--- config.mk ---
export PLATFORM = sky130hd
export DESIGN_NAME = aes_ram_seq
export DESIGN_NICKNAME = d
export VERILOG_FILES = /design/src/rtl/aes_ram_seq_pkg.sv /design/src/rtl/aes_ram_seq_wb_word_rd.sv /design/src/rtl/aes_ram_seq.sv
export SDC_FILE = /design/constraint.sdc
export NUM_CORES = 1
export LEC_CHECK = 0
export ABC_CLOCK_PERIOD_IN_PS = 5600
export CAP_MARGIN = 20
export CORE_UTILIZATION = 65
export CTS_CLUSTER_DIAMETER = 120
export CTS_CLUSTER_SIZE = 25
export DETAILED_ROUTE_END_ITERATION = 7
export DONT_BUFFER_PORTS = 1
export HOLD_SLACK_MARGIN = 0.05
export PLACE_DENSITY_LB_ADDON = 0.3
export SKIP_LAST_GASP = 1
export SYNTH_ARGS = -nofsm -noshare
export SYNTH_HDL_FRONTEND = slang
export SYNTH_SLANG_ARGS = --single-unit
--- constraint.sdc ---
create_clock -name clk_i -period 5.6 [get_ports clk_i]
set_clock_uncertainty 0.2 [all_clocks]
set_input_delay 0.56 -clock clk_i [delete_from_list [all_inputs] [get_ports clk_i]]
set_output_delay 0.56 -clock clk_i [all_outputs]
set_load 0.005 [all_outputs]
--- src/rtl/aes_ram_seq_pkg.sv ---
// Shared definitions for the AES RAM sequencer: AES core register map, control/status bits, FSM states.
package aes_ram_seq_pkg;

  localparam logic [7:0] AES_CTRL    = 8'h08;
  localparam logic [7:0] AES_STATUS  = 8'h09;
  localparam logic [7:0] AES_CONFIG  = 8'h0A;
  localparam logic [7:0] AES_KEY0    = 8'h10;
  localparam logic [7:0] AES_BLOCK0  = 8'h20;
  localparam logic [7:0] AES_RESULT0 = 8'h30;

  localparam int CTRL_INIT_BIT    = 0;
  localparam int CTRL_NEXT_BIT    = 1;
  localparam int STATUS_READY_BIT = 0;
  localparam int STATUS_VALID_BIT = 1;

  typedef enum logic [4:0] {
    ST_IDLE,
    ST_CFG,
    ST_KEY_RD,
    ST_KEY_WAIT,
    ST_KEY_WR,
    ST_INIT,
    ST_POLL_RDY,
    ST_RDY_CHK,
    ST_BLK_RD,
    ST_BLK_WAIT,
    ST_BLK_WR,
    ST_NEXT,
    ST_POLL_VLD,
    ST_VLD_CHK,
    ST_RES_RD,
    ST_RES_CAP,
    ST_RES_WR,
    ST_DONE,
    ST_ERR
  } state_e;

endpackage

--- src/rtl/aes_ram_seq_wb_word_rd.sv ---
// Single-word pipelined Wishbone read: one request in, one strobe out, data and valid pulse on ack.
module wb_word_rd #(
  parameter int ADDR_W = 9
) (
  input  logic              clk_i,
  input  logic              rst_ni,
  input  logic              req_i,
  input  logic [ADDR_W-1:0] addr_i,
  output logic [31:0]       data_o,
  output logic              valid_o,
  output logic              cyc_o,
  output logic              stb_o,
  output logic [ADDR_W-1:0] addr_o,
  input  logic [31:0]       data_i,
  input  logic              ack_i,
  input  logic              stall_i
);

  logic              cyc_q;
  logic              stb_q;
  logic              valid_q;
  logic [ADDR_W-1:0] addr_q;
  logic [31:0]       data_q;

  always_ff @(posedge clk_i or negedge rst_ni) begin
    if (!rst_ni) begin
      cyc_q   <= 1'b0;
      stb_q   <= 1'b0;
      valid_q <= 1'b0;
    end else begin
      valid_q <= 1'b0;
      if (!cyc_q) begin
        if (req_i) begin
          cyc_q <= 1'b1;
          stb_q <= 1'b1;
        end
      end else begin
        if (stb_q && !stall_i) stb_q <= 1'b0;
        // An ack closes the cycle even if it lands on the accepting cycle.
        if (ack_i) begin
          cyc_q   <= 1'b0;
          stb_q   <= 1'b0;
          valid_q <= 1'b1;
        end
      end
    end
  end

  always_ff @(posedge clk_i) begin
    if (!cyc_q && req_i) addr_q <= addr_i;
    if (cyc_q && ack_i)  data_q <= data_i;
  end

  assign cyc_o   = cyc_q;
  assign stb_o   = stb_q;
  assign addr_o  = cyc_q ? addr_q : '0;
  assign data_o  = data_q;
  assign valid_o = valid_q;

endmodule

--- src/rtl/aes_ram_seq.sv ---
// Multi-block AES sequencer: loads key from RAM, streams blocks RAM -> AES core -> result port.
module aes_ram_seq
  import aes_ram_seq_pkg::*;
#(
  parameter int ADDR_W       = 9,
  parameter int MAX_BLOCKS   = 32,
  parameter int KEY_BASE     = 0,
  parameter int SRC_BASE     = 16,
  parameter int DST_BASE     = 256,
  parameter int POLL_TIMEOUT = 1024,
  localparam int CW          = $clog2(MAX_BLOCKS + 1)
) (
  input  logic              clk_i,
  input  logic              rst_ni,
  input  logic              start_i,
  input  logic              encdec_i,
  input  logic              keylen_i,
  input  logic [CW-1:0]     num_blocks_i,
  output logic              busy_o,
  output logic              done_o,
  output logic              error_o,
  output logic              ram_cyc_o,
  output logic              ram_stb_o,
  output logic [3:0]        ram_we_o,
  output logic [ADDR_W-1:0] ram_addr_o,
  input  logic [31:0]       ram_data_i,
  input  logic              ram_ack_i,
  input  logic              ram_stall_i,
  output logic              wr_we_o,
  output logic [ADDR_W-1:0] wr_addr_o,
  output logic [31:0]       wr_data_o,
  input  logic              wr_ack_i,
  output logic              aes_cs_o,
  output logic              aes_we_o,
  output logic [7:0]        aes_address_o,
  output logic [31:0]       aes_write_data_o,
  input  logic [31:0]       aes_read_data_i
);

  localparam int PW = $clog2(POLL_TIMEOUT + 1);

  function automatic logic [CW-1:0] clamp_blocks(input logic [CW-1:0] n);
    if (n > CW'(MAX_BLOCKS)) return CW'(MAX_BLOCKS);
    return n;
  endfunction

  state_e        state_q, state_d;
  logic [2:0]    word_q, word_d;
  logic [CW-1:0] blk_q, blk_d;
  logic [PW-1:0] poll_q, poll_d;
  logic [CW-1:0] nblk_q;
  logic          encdec_q;
  logic          keylen_q;
  logic [31:0]   res_q;

  logic              rd_req;
  logic [ADDR_W-1:0] rd_addr;
  logic [31:0]       rd_data;
  logic              rd_vld;
  logic [2:0]        key_last;
  logic [ADDR_W-1:0] key_addr;
  logic [ADDR_W-1:0] src_addr;
  logic [ADDR_W-1:0] dst_addr;

  assign key_last = keylen_q ? 3'd7 : 3'd3;
  assign key_addr = ADDR_W'(KEY_BASE) + ADDR_W'(word_q);
  assign src_addr = ADDR_W'(SRC_BASE) + (ADDR_W'(blk_q) << 2) + ADDR_W'(word_q[1:0]);
  assign dst_addr = ADDR_W'(DST_BASE) + (ADDR_W'(blk_q) << 2) + ADDR_W'(word_q[1:0]);
  assign rd_addr  = (state_q == ST_KEY_RD) ? key_addr : src_addr;

  wb_word_rd #(.ADDR_W(ADDR_W)) u_rd (
    .clk_i   (clk_i),
    .rst_ni  (rst_ni),
    .req_i   (rd_req),
    .addr_i  (rd_addr),
    .data_o  (rd_data),
    .valid_o (rd_vld),
    .cyc_o   (ram_cyc_o),
    .stb_o   (ram_stb_o),
    .addr_o  (ram_addr_o),
    .data_i  (ram_data_i),
    .ack_i   (ram_ack_i),
    .stall_i (ram_stall_i)
  );

  assign ram_we_o = 4'b0000;
  assign busy_o   = !(state_q inside {ST_IDLE, ST_DONE, ST_ERR});

  always_comb begin
    state_d          = state_q;
    word_d           = word_q;
    blk_d            = blk_q;
    poll_d           = poll_q;
    rd_req           = 1'b0;
    aes_cs_o         = 1'b0;
    aes_we_o         = 1'b0;
    aes_address_o    = '0;
    aes_write_data_o = '0;
    wr_we_o          = 1'b0;
    wr_addr_o        = '0;
    wr_data_o        = '0;
    done_o           = 1'b0;
    error_o          = 1'b0;
    case (state_q)
      ST_IDLE: begin
        if (start_i) begin
          state_d = ST_CFG;
          word_d  = '0;
          blk_d   = '0;
          poll_d  = '0;
        end
      end
      ST_CFG: begin
        aes_cs_o         = 1'b1;
        aes_we_o         = 1'b1;
        aes_address_o    = AES_CONFIG;
        aes_write_data_o = {30'b0, keylen_q, encdec_q};
        state_d          = ST_KEY_RD;
      end
      ST_KEY_RD: begin
        rd_req  = 1'b1;
        state_d = ST_KEY_WAIT;
      end
      ST_KEY_WAIT: if (rd_vld) state_d = ST_KEY_WR;
      ST_KEY_WR: begin
        aes_cs_o         = 1'b1;
        aes_we_o         = 1'b1;
        aes_address_o    = AES_KEY0 + 8'(word_q);
        aes_write_data_o = rd_data;
        if (word_q == key_last) begin
          word_d  = '0;
          state_d = ST_INIT;
        end else begin
          word_d  = word_q + 3'd1;
          state_d = ST_KEY_RD;
        end
      end
      ST_INIT: begin
        aes_cs_o         = 1'b1;
        aes_we_o         = 1'b1;
        aes_address_o    = AES_CTRL;
        aes_write_data_o = 32'(1) << CTRL_INIT_BIT;
        poll_d           = '0;
        state_d          = ST_POLL_RDY;
      end
      ST_POLL_RDY: begin
        aes_cs_o      = 1'b1;
        aes_address_o = AES_STATUS;
        poll_d        = poll_q + PW'(1);
        state_d       = ST_RDY_CHK;
      end
      ST_RDY_CHK: begin
        if (aes_read_data_i[STATUS_READY_BIT]) begin
          word_d  = '0;
          blk_d   = '0;
          state_d = (nblk_q == '0) ? ST_DONE : ST_BLK_RD;
        end else if (poll_q == PW'(POLL_TIMEOUT)) begin
          state_d = ST_ERR;
        end else begin
          state_d = ST_POLL_RDY;
        end
      end
      ST_BLK_RD: begin
        rd_req  = 1'b1;
        state_d = ST_BLK_WAIT;
      end
      ST_BLK_WAIT: if (rd_vld) state_d = ST_BLK_WR;
      ST_BLK_WR: begin
        aes_cs_o         = 1'b1;
        aes_we_o         = 1'b1;
        aes_address_o    = AES_BLOCK0 + 8'(word_q[1:0]);
        aes_write_data_o = rd_data;
        if (word_q[1:0] == 2'd3) begin
          word_d  = '0;
          state_d = ST_NEXT;
        end else begin
          word_d  = word_q + 3'd1;
          state_d = ST_BLK_RD;
        end
      end
      ST_NEXT: begin
        aes_cs_o         = 1'b1;
        aes_we_o         = 1'b1;
        aes_address_o    = AES_CTRL;
        aes_write_data_o = 32'(1) << CTRL_NEXT_BIT;
        poll_d           = '0;
        state_d          = ST_POLL_VLD;
      end
      ST_POLL_VLD: begin
        aes_cs_o      = 1'b1;
        aes_address_o = AES_STATUS;
        poll_d        = poll_q + PW'(1);
        state_d       = ST_VLD_CHK;
      end
      ST_VLD_CHK: begin
        if (aes_read_data_i[STATUS_VALID_BIT]) begin
          word_d  = '0;
          state_d = ST_RES_RD;
        end else if (poll_q == PW'(POLL_TIMEOUT)) begin
          state_d = ST_ERR;
        end else begin
          state_d = ST_POLL_VLD;
        end
      end
      ST_RES_RD: begin
        aes_cs_o      = 1'b1;
        aes_address_o = AES_RESULT0 + 8'(word_q[1:0]);
        state_d       = ST_RES_CAP;
      end
      ST_RES_CAP: state_d = ST_RES_WR;
      ST_RES_WR: begin
        wr_we_o   = 1'b1;
        wr_addr_o = dst_addr;
        wr_data_o = res_q;
        if (wr_ack_i) begin
          if (word_q[1:0] == 2'd3) begin
            word_d = '0;
            if (blk_q == nblk_q - CW'(1)) begin
              state_d = ST_DONE;
            end else begin
              blk_d   = blk_q + CW'(1);
              state_d = ST_BLK_RD;
            end
          end else begin
            word_d  = word_q + 3'd1;
            state_d = ST_RES_RD;
          end
        end
      end
      ST_DONE: begin
        done_o  = 1'b1;
        state_d = ST_IDLE;
      end
      ST_ERR: begin
        error_o = 1'b1;
        state_d = ST_IDLE;
      end
      default: state_d = ST_IDLE;
    endcase
  end

  always_ff @(posedge clk_i or negedge rst_ni) begin
    if (!rst_ni) begin
      state_q  <= ST_IDLE;
      word_q   <= '0;
      blk_q    <= '0;
      poll_q   <= '0;
      nblk_q   <= '0;
      encdec_q <= 1'b0;
      keylen_q <= 1'b0;
    end else begin
      state_q <= state_d;
      word_q  <= word_d;
      blk_q   <= blk_d;
      poll_q  <= poll_d;
      if (state_q == ST_IDLE && start_i) begin
        nblk_q   <= clamp_blocks(num_blocks_i);
        encdec_q <= encdec_i;
        keylen_q <= keylen_i;
      end
    end
  end

  // AES read data is only valid the cycle after the RESULT access.
  always_ff @(posedge clk_i) begin
    if (state_q == ST_RES_CAP) res_q <= aes_read_data_i;
  end

endmodule

### After elaboration in Yosys (flattened, before gate mapping)

Index checks and enable logic that the tools add are counted.
Widths: inputs -> output; s select.

* bits in registers: 109
* word-level logic and storage cells: 137
* output and inout bits: 102

* order comparisons: 1
* equal/unequal tests: 31
* add/sub/neg operators: 11
* reductions and logical operators: 25
* muxes and demuxes: 55

Operator list (number)
* $pmux 32 s4: 1
* $pmux 5 s17: 1
* $mux 5: 11
* $mux 6: 7
* $pmux 7 s6: 1
* $eq 5x4->1 const B: 8
* $pmux 11 s3: 1
* $mux 32: 1
* $mux 3: 9
* $eq 5x3->1 const B: 4
* $add 9x2->9: 2
* $mux 9: 2
* $pmux 3 s6: 1
* $pmux 6 s3: 1
* $mux 1: 17
* $eq 5x5->1 const B: 3
* $add 6x2->7 const A: 2
* $ne 2x2->1 const B: 6
* $add 11x1->11 const B: 1
* $eq 11x11->1 const B: 1
* $mux 11: 1
* $eq 5x2->1 const B: 2
* $add 5x8->9 const A: 1
* $add 9x8->9 const A: 1
* other kinds (26): 38

### Depth between registers and ports, before layout

* depth in word-level cells: 6
* gate-level depth with buffers: 8

### Hierarchy

Synthesis repeated with hierarchy kept, for this count alone.

* cell total of the unflattened synthesis: 507
* area total of the unflattened synthesis: 5542.8 um^2

By module, submodules not included
* aes_ram_seq: seq. area each 1786.7 um^2, area an instance 4120.2 um^2, cells each 446, instances 1
* wb_word_rd: seq. area each 1306.3 um^2, area an instance 1422.6 um^2, cells each 61, instances 1

### Least setup slack after synthesis

No wires, ideal clock.

* path kind: reg-to-reg
* start point: reg state_q[2]
* end point: reg res_q[0] (enable)
* arrival time: 2.393 ns
* required time: 4.977 ns
* slack: 2.585 ns
* cell stages (with the launch flop): 5
* clock period less this slack: 3.015 ns
* path buffers: 2
* cells stage by stage: dfrtp_1 > clkbuf_1 > clkbuf_1 > nand3_1 > nor2_1

* cells in the longest elaborated chain, start to end: 1

RTL lines
* start: declaration: RTL line aes_ram_seq.sv:47 `state_e state_q, state_d;`
* start signal: assignment: RTL line aes_ram_seq.sv:252 `state_q <= state_d;`
* $eq 5x4->1: RTL line aes_ram_seq.sv:266 `if (state_q == ST_RES_CAP) res_q <= aes_read_data_i;`
* end signal: assignment: RTL line aes_ram_seq.sv:266
* end: declaration: RTL line aes_ram_seq.sv:54 `logic [31:0] res_q;`

Every way passes these cells.
A chain may end at the register's enable or synchronous reset.

### Final worst setup path

* start point: reg state_q[0]
* end point: out wr_addr_o[8]

* cells in the longest elaborated chain, start to end: 2

RTL lines
* $eq 5x5->1: RTL line aes_ram_seq.sv:104 `case (state_q)`
* $mux 9: RTL line aes_ram_seq.sv:104
* end: declaration: RTL line aes_ram_seq.sv:30 `output logic [ADDR_W-1:0] wr_addr_o,`

Every way passes these cells.

==> results <==
- For this design the ratio of total power to cell area is 427 nW/um^2.
- Pin placement for this block handled 180 I/O pins.
- The quantity of I/O buffers inserted on ports is 0.
- Row generation in the floorplan step produced 33 rows.
- Summing over every cut layer, the via total after detailed routing is 3930.
- After synthesis, the most frequently instantiated cells are 73 x sky130_fd_sc_hd__edfxtp_1, 43 x sky130_fd_sc_hd__and2_1, 43 x sky130_fd_sc_hd__and3_1.
- The routed design has 12.0 mm of wire.
- The max-slew violation total from the final report was 0.
- After clock tree synthesis, the clock-pin slew on the worst setup and hold paths is 0.12 ns.
- From bottom edge to top edge, the die measures 93.6 um.
- The first detailed-routing pass took 8 iterations.
- The reported max-cap violation count is 0.
- The CTS tree is built.
- The floorplan step defined a die boundary enclosing 8760 sq um.
- The final count of negative-setup-slack endpoints is 0.
- The type of the most critical hold path is input port to flop.
- Adding up every negative setup slack in the final design gives 0 ns.
- The clock period minus final worst setup slack is 3.29 ns.
- The half-perimeter wire length after detailed placement is 7.96 mm.
- The worst path required time is 4.84 ns.
- Hold timing on the final database bottoms out at a slack of 0.0775 ns.
- The post-synthesis sequential area ratio is 56.7%.
- Data on the critical path arrives at its endpoint at 2.53 ns.
- The leakage power figure is 2.35 nW.
- The die is 93.6 um wide.
- The startpoint type of the worst setup path is a flop.
- The largest area contributor in the synthesized netlist is sky130_fd_sc_hd__edfxtp_1.
- The fraction of post-synthesis cell area in the top cell type by area is 40.2%.
- At the end of the flow, the number of nets in the layout was 598.
- The number of antenna diodes in the final layout is 0.
- The ratio of final minimum period to clock period is 58.8%.
- The post-synthesis cell count is 505.
- VDD sags by at most 0.279 mV.
- Setup repair after global routing left no endpoint under its margin.
- The area growth from synthesis to final layout is 9.48%.
- The root cell of the clock tree is sky130_fd_sc_hd__clkbuf_8.
- The post-synthesis instance area is 5450 sq um.
- The final RePlAce weighted congestion is 0.885.
- Entering global routing, the biggest net connects 72 pins.
- Along the worst path, the maximum fanout reaches 40.
- The flow ran to the end, but the final reports show violations.
- Measured against its own limit, the worst slew margin works out to 32.0%.
- The highest achievable clock rate is 0.304 GHz.
- The mean instance size in the synthesized netlist is 10.8 sq um.
- The initial antenna violation count was 0.
- For this run, design rule violations remaining after detail routing come to 2.
- The count of final hold-check violations was 0.
- The routed wire length per instance is 19.2 um.
- The most common cell in the netlist is sky130_fd_sc_hd__edfxtp_1.
- Counting along the longest clock path gives a buffer depth of 2.
- The starting density of the core is 66.7%.
- The proportion of layout cells with a drive suffix above 1 is 8.69%.
- The region available for standard cell placement spans 8180 sq um.
- The worst hold path was traced through 0 stages.
- The critical setup path kind is flop to output port.
- The total global-route track usage is 26.1%.
- The total grt overflow is 0.
- At the pin with the least slew margin, the transition time is 1.02 ns.
- In this run, CTS created clock tree buffers numbering 9.
- The worst register-to-register path ends at blk_q[5]$_DFFE_PN0P_.
- The kind of end point of the critical path is an output port.
- For this run, the number of Yosys warnings is 0.
- The detail route stage leaves a number of antenna-violating nets equal to 0.
- The final-layout fill cell count is 579.
- The first routing iteration left 515 violations.
- The H-tree was split into 3 levels.
- The number of resized instances in the post-cts repair step is 0.
- Yosys mapped a number of flops with a built-in enable equal to 73.
- Measured on the finished design, the core utilization comes to 73.0%.
- The global-route wire length before repair is 17.0 mm.
- The final reports fail on DRC.
- In the routed layout, each cell is associated on average with a via count of 6.31.
- For flop-to-flop paths, the worst setup slack is 2.74 ns.
- The number of global-route vias before repair is 3519.
- After synthesis, the share of flip-flops with an asynchronous set or reset is 33.0%.
- The end of the worst hold path is res_q[30]$_DFFE_PN_.
- The launch instance of the worst min-delay path is aes_read_data_i[30].
- By area the synthesized netlist is led by sky130_fd_sc_hd__edfxtp_1 40%, sky130_fd_sc_hd__dfrtp_1 17%, sky130_fd_sc_hd__and2_1 4.9%, sky130_fd_sc_hd__and3_1 4.9%, sky130_fd_sc_hd__o21ai_0 3.2%.
- The clock drives 109 sinks.
- The later pin in the worst-skew pair is clocked with a latency of 0.37 ns.
- In this run the critical register-to-register path is launched from state_q[0]$_DFFE_PN0P_.
- In the synthesized netlist the dominant register cell turns out to be sky130_fd_sc_hd__edfxtp_1.
- The number of flip-flops and latches in the synthesized netlist is 109.
- The count of distinct cell types in the synthesized netlist is 62.
- The length in cells of the worst reg-to-reg path is 5.
cells in the final DEF, fill, tap and decap left out, types with 13 or more instances in the layout:
cell                             n
sky130_fd_sc_hd__dfrtp_1        35
sky130_fd_sc_hd__nand2_1        38
sky130_fd_sc_hd__and3_1         43
sky130_fd_sc_hd__and2_1         43
sky130_fd_sc_hd__nor2_1         33
sky130_fd_sc_hd__nand2b_1       13
sky130_fd_sc_hd__o21ai_0        35
sky130_fd_sc_hd__inv_1          14
sky130_fd_sc_hd__edfxtp_1       73
sky130_fd_sc_hd__dlygate4sd3_1  25
timing repair:
item	CTS	global route
endpoints found under the hold margin	36	24
hold buffers	2	24
buffers inserted	0	0
layer usage:
metal	global-route usage, %	up-vias	wire, um
met2	43.3	221	5930
met5	0	-	0
li1	-	1814	-
met3	9.76	35	1170
met4	13.3	0	455
met1	29.4	1860	4420
layout make-up:
| cell class | instances | area [sq um] | share of cell area (%) |
|---|---|---|---|
| repair buffers | 31 | 308 | 5.16 |
| multi-input cells | 348 | 2160 | 36.2 |
| well taps | 105 | 131 | 2.20 |
| inverters | 14 | 52.6 | 0.881 |
| flip-flops and latches | 109 | 3090 | 51.9 |
| clock buffers | 9 | 124 | 2.08 |
| clock inverters | 7 | 96.3 | 1.61 |
worst max-delay path by stage:
| stage | slack [ns] | to | startpoint | cells past startpoint |
|---|---|---|---|---|
| floorplan | 2.58 | res_q[0]$_DFFE_PN_ | state_q[2]$_DFFE_PN0P_ | 4 |
| global placement | 2.78 | wr_addr_o[8] | state_q[0]$_DFFE_PN0P_ | 4 |
| detailed placement | 2.73 | wr_addr_o[8] | state_q[0]$_DFFE_PN0P_ | 4 |
| CTS | 2.32 | wr_addr_o[8] | state_q[0]$_DFFE_PN0P_ | 4 |
| global route | 2.12 | wr_we_o | state_q[0]$_DFFE_PN0P_ | 4 |
| finish | 2.31 | wr_addr_o[8] | state_q[0]$_DFFE_PN0P_ | 4 |
cell families (layout without fill, tap and decap cells):
family	count (synthesis)	count (layout)	share of synthesized area (%)
AOI/OAI and AO/OA	88	88	10.3
xor gates and xnor gates	13	13	2.09
adders and majority gates	7	7	1.61
buffers and inverters	53	61	4.20
DFF	109	109	56.7
muxes	9	9	1.79
other	1	6	0.0688
and+or+nand+nor	225	225	23.2
flip-flops by register name (all words and copies together), names as in the netlist, 3 cells and up:
| register | count |
|---|---|
| res_q | 32 |
| u_rd.data_o | 32 |
| poll_q | 11 |
| u_rd.addr_q | 9 |
| blk_q | 6 |
| nblk_q | 6 |
| state_q | 5 |
| word_q | 3 |
worst max-delay path, cell delays in order (launching register included):
cell and delay [ns]:
sky130_fd_sc_hd__dfrtp_1 0.69, sky130_fd_sc_hd__nor4_2 0.37, sky130_fd_sc_hd__buf_4 0.35, sky130_fd_sc_hd__nand2_1 0.31, sky130_fd_sc_hd__inv_1 0.42
metrics by stage:
stage	worst slack (ns)	power, W	std cells	cell area (sq um)
floorplan	2.58	0.00185	510	5470
global placement	2.78	0.00201	581	5480
detailed placement	2.73	0.00204	581	5480
CTS	2.32	0.00253	599	5730
global route	2.12	0.00270	623	5970
finish	2.31	0.00255	623	5970
report_power, final:
part | internal, W | leakage, nW | total, W | switching [W]
combinational | 0.000344 | 1.10 | 0.000864 | 0.000521
clock | 0.000186 | 0.109 | 0.000489 | 0.000303
sequential | 0.00101 | 1.14 | 0.00120 | 0.000189
Power figures use the tool's default switching activity.
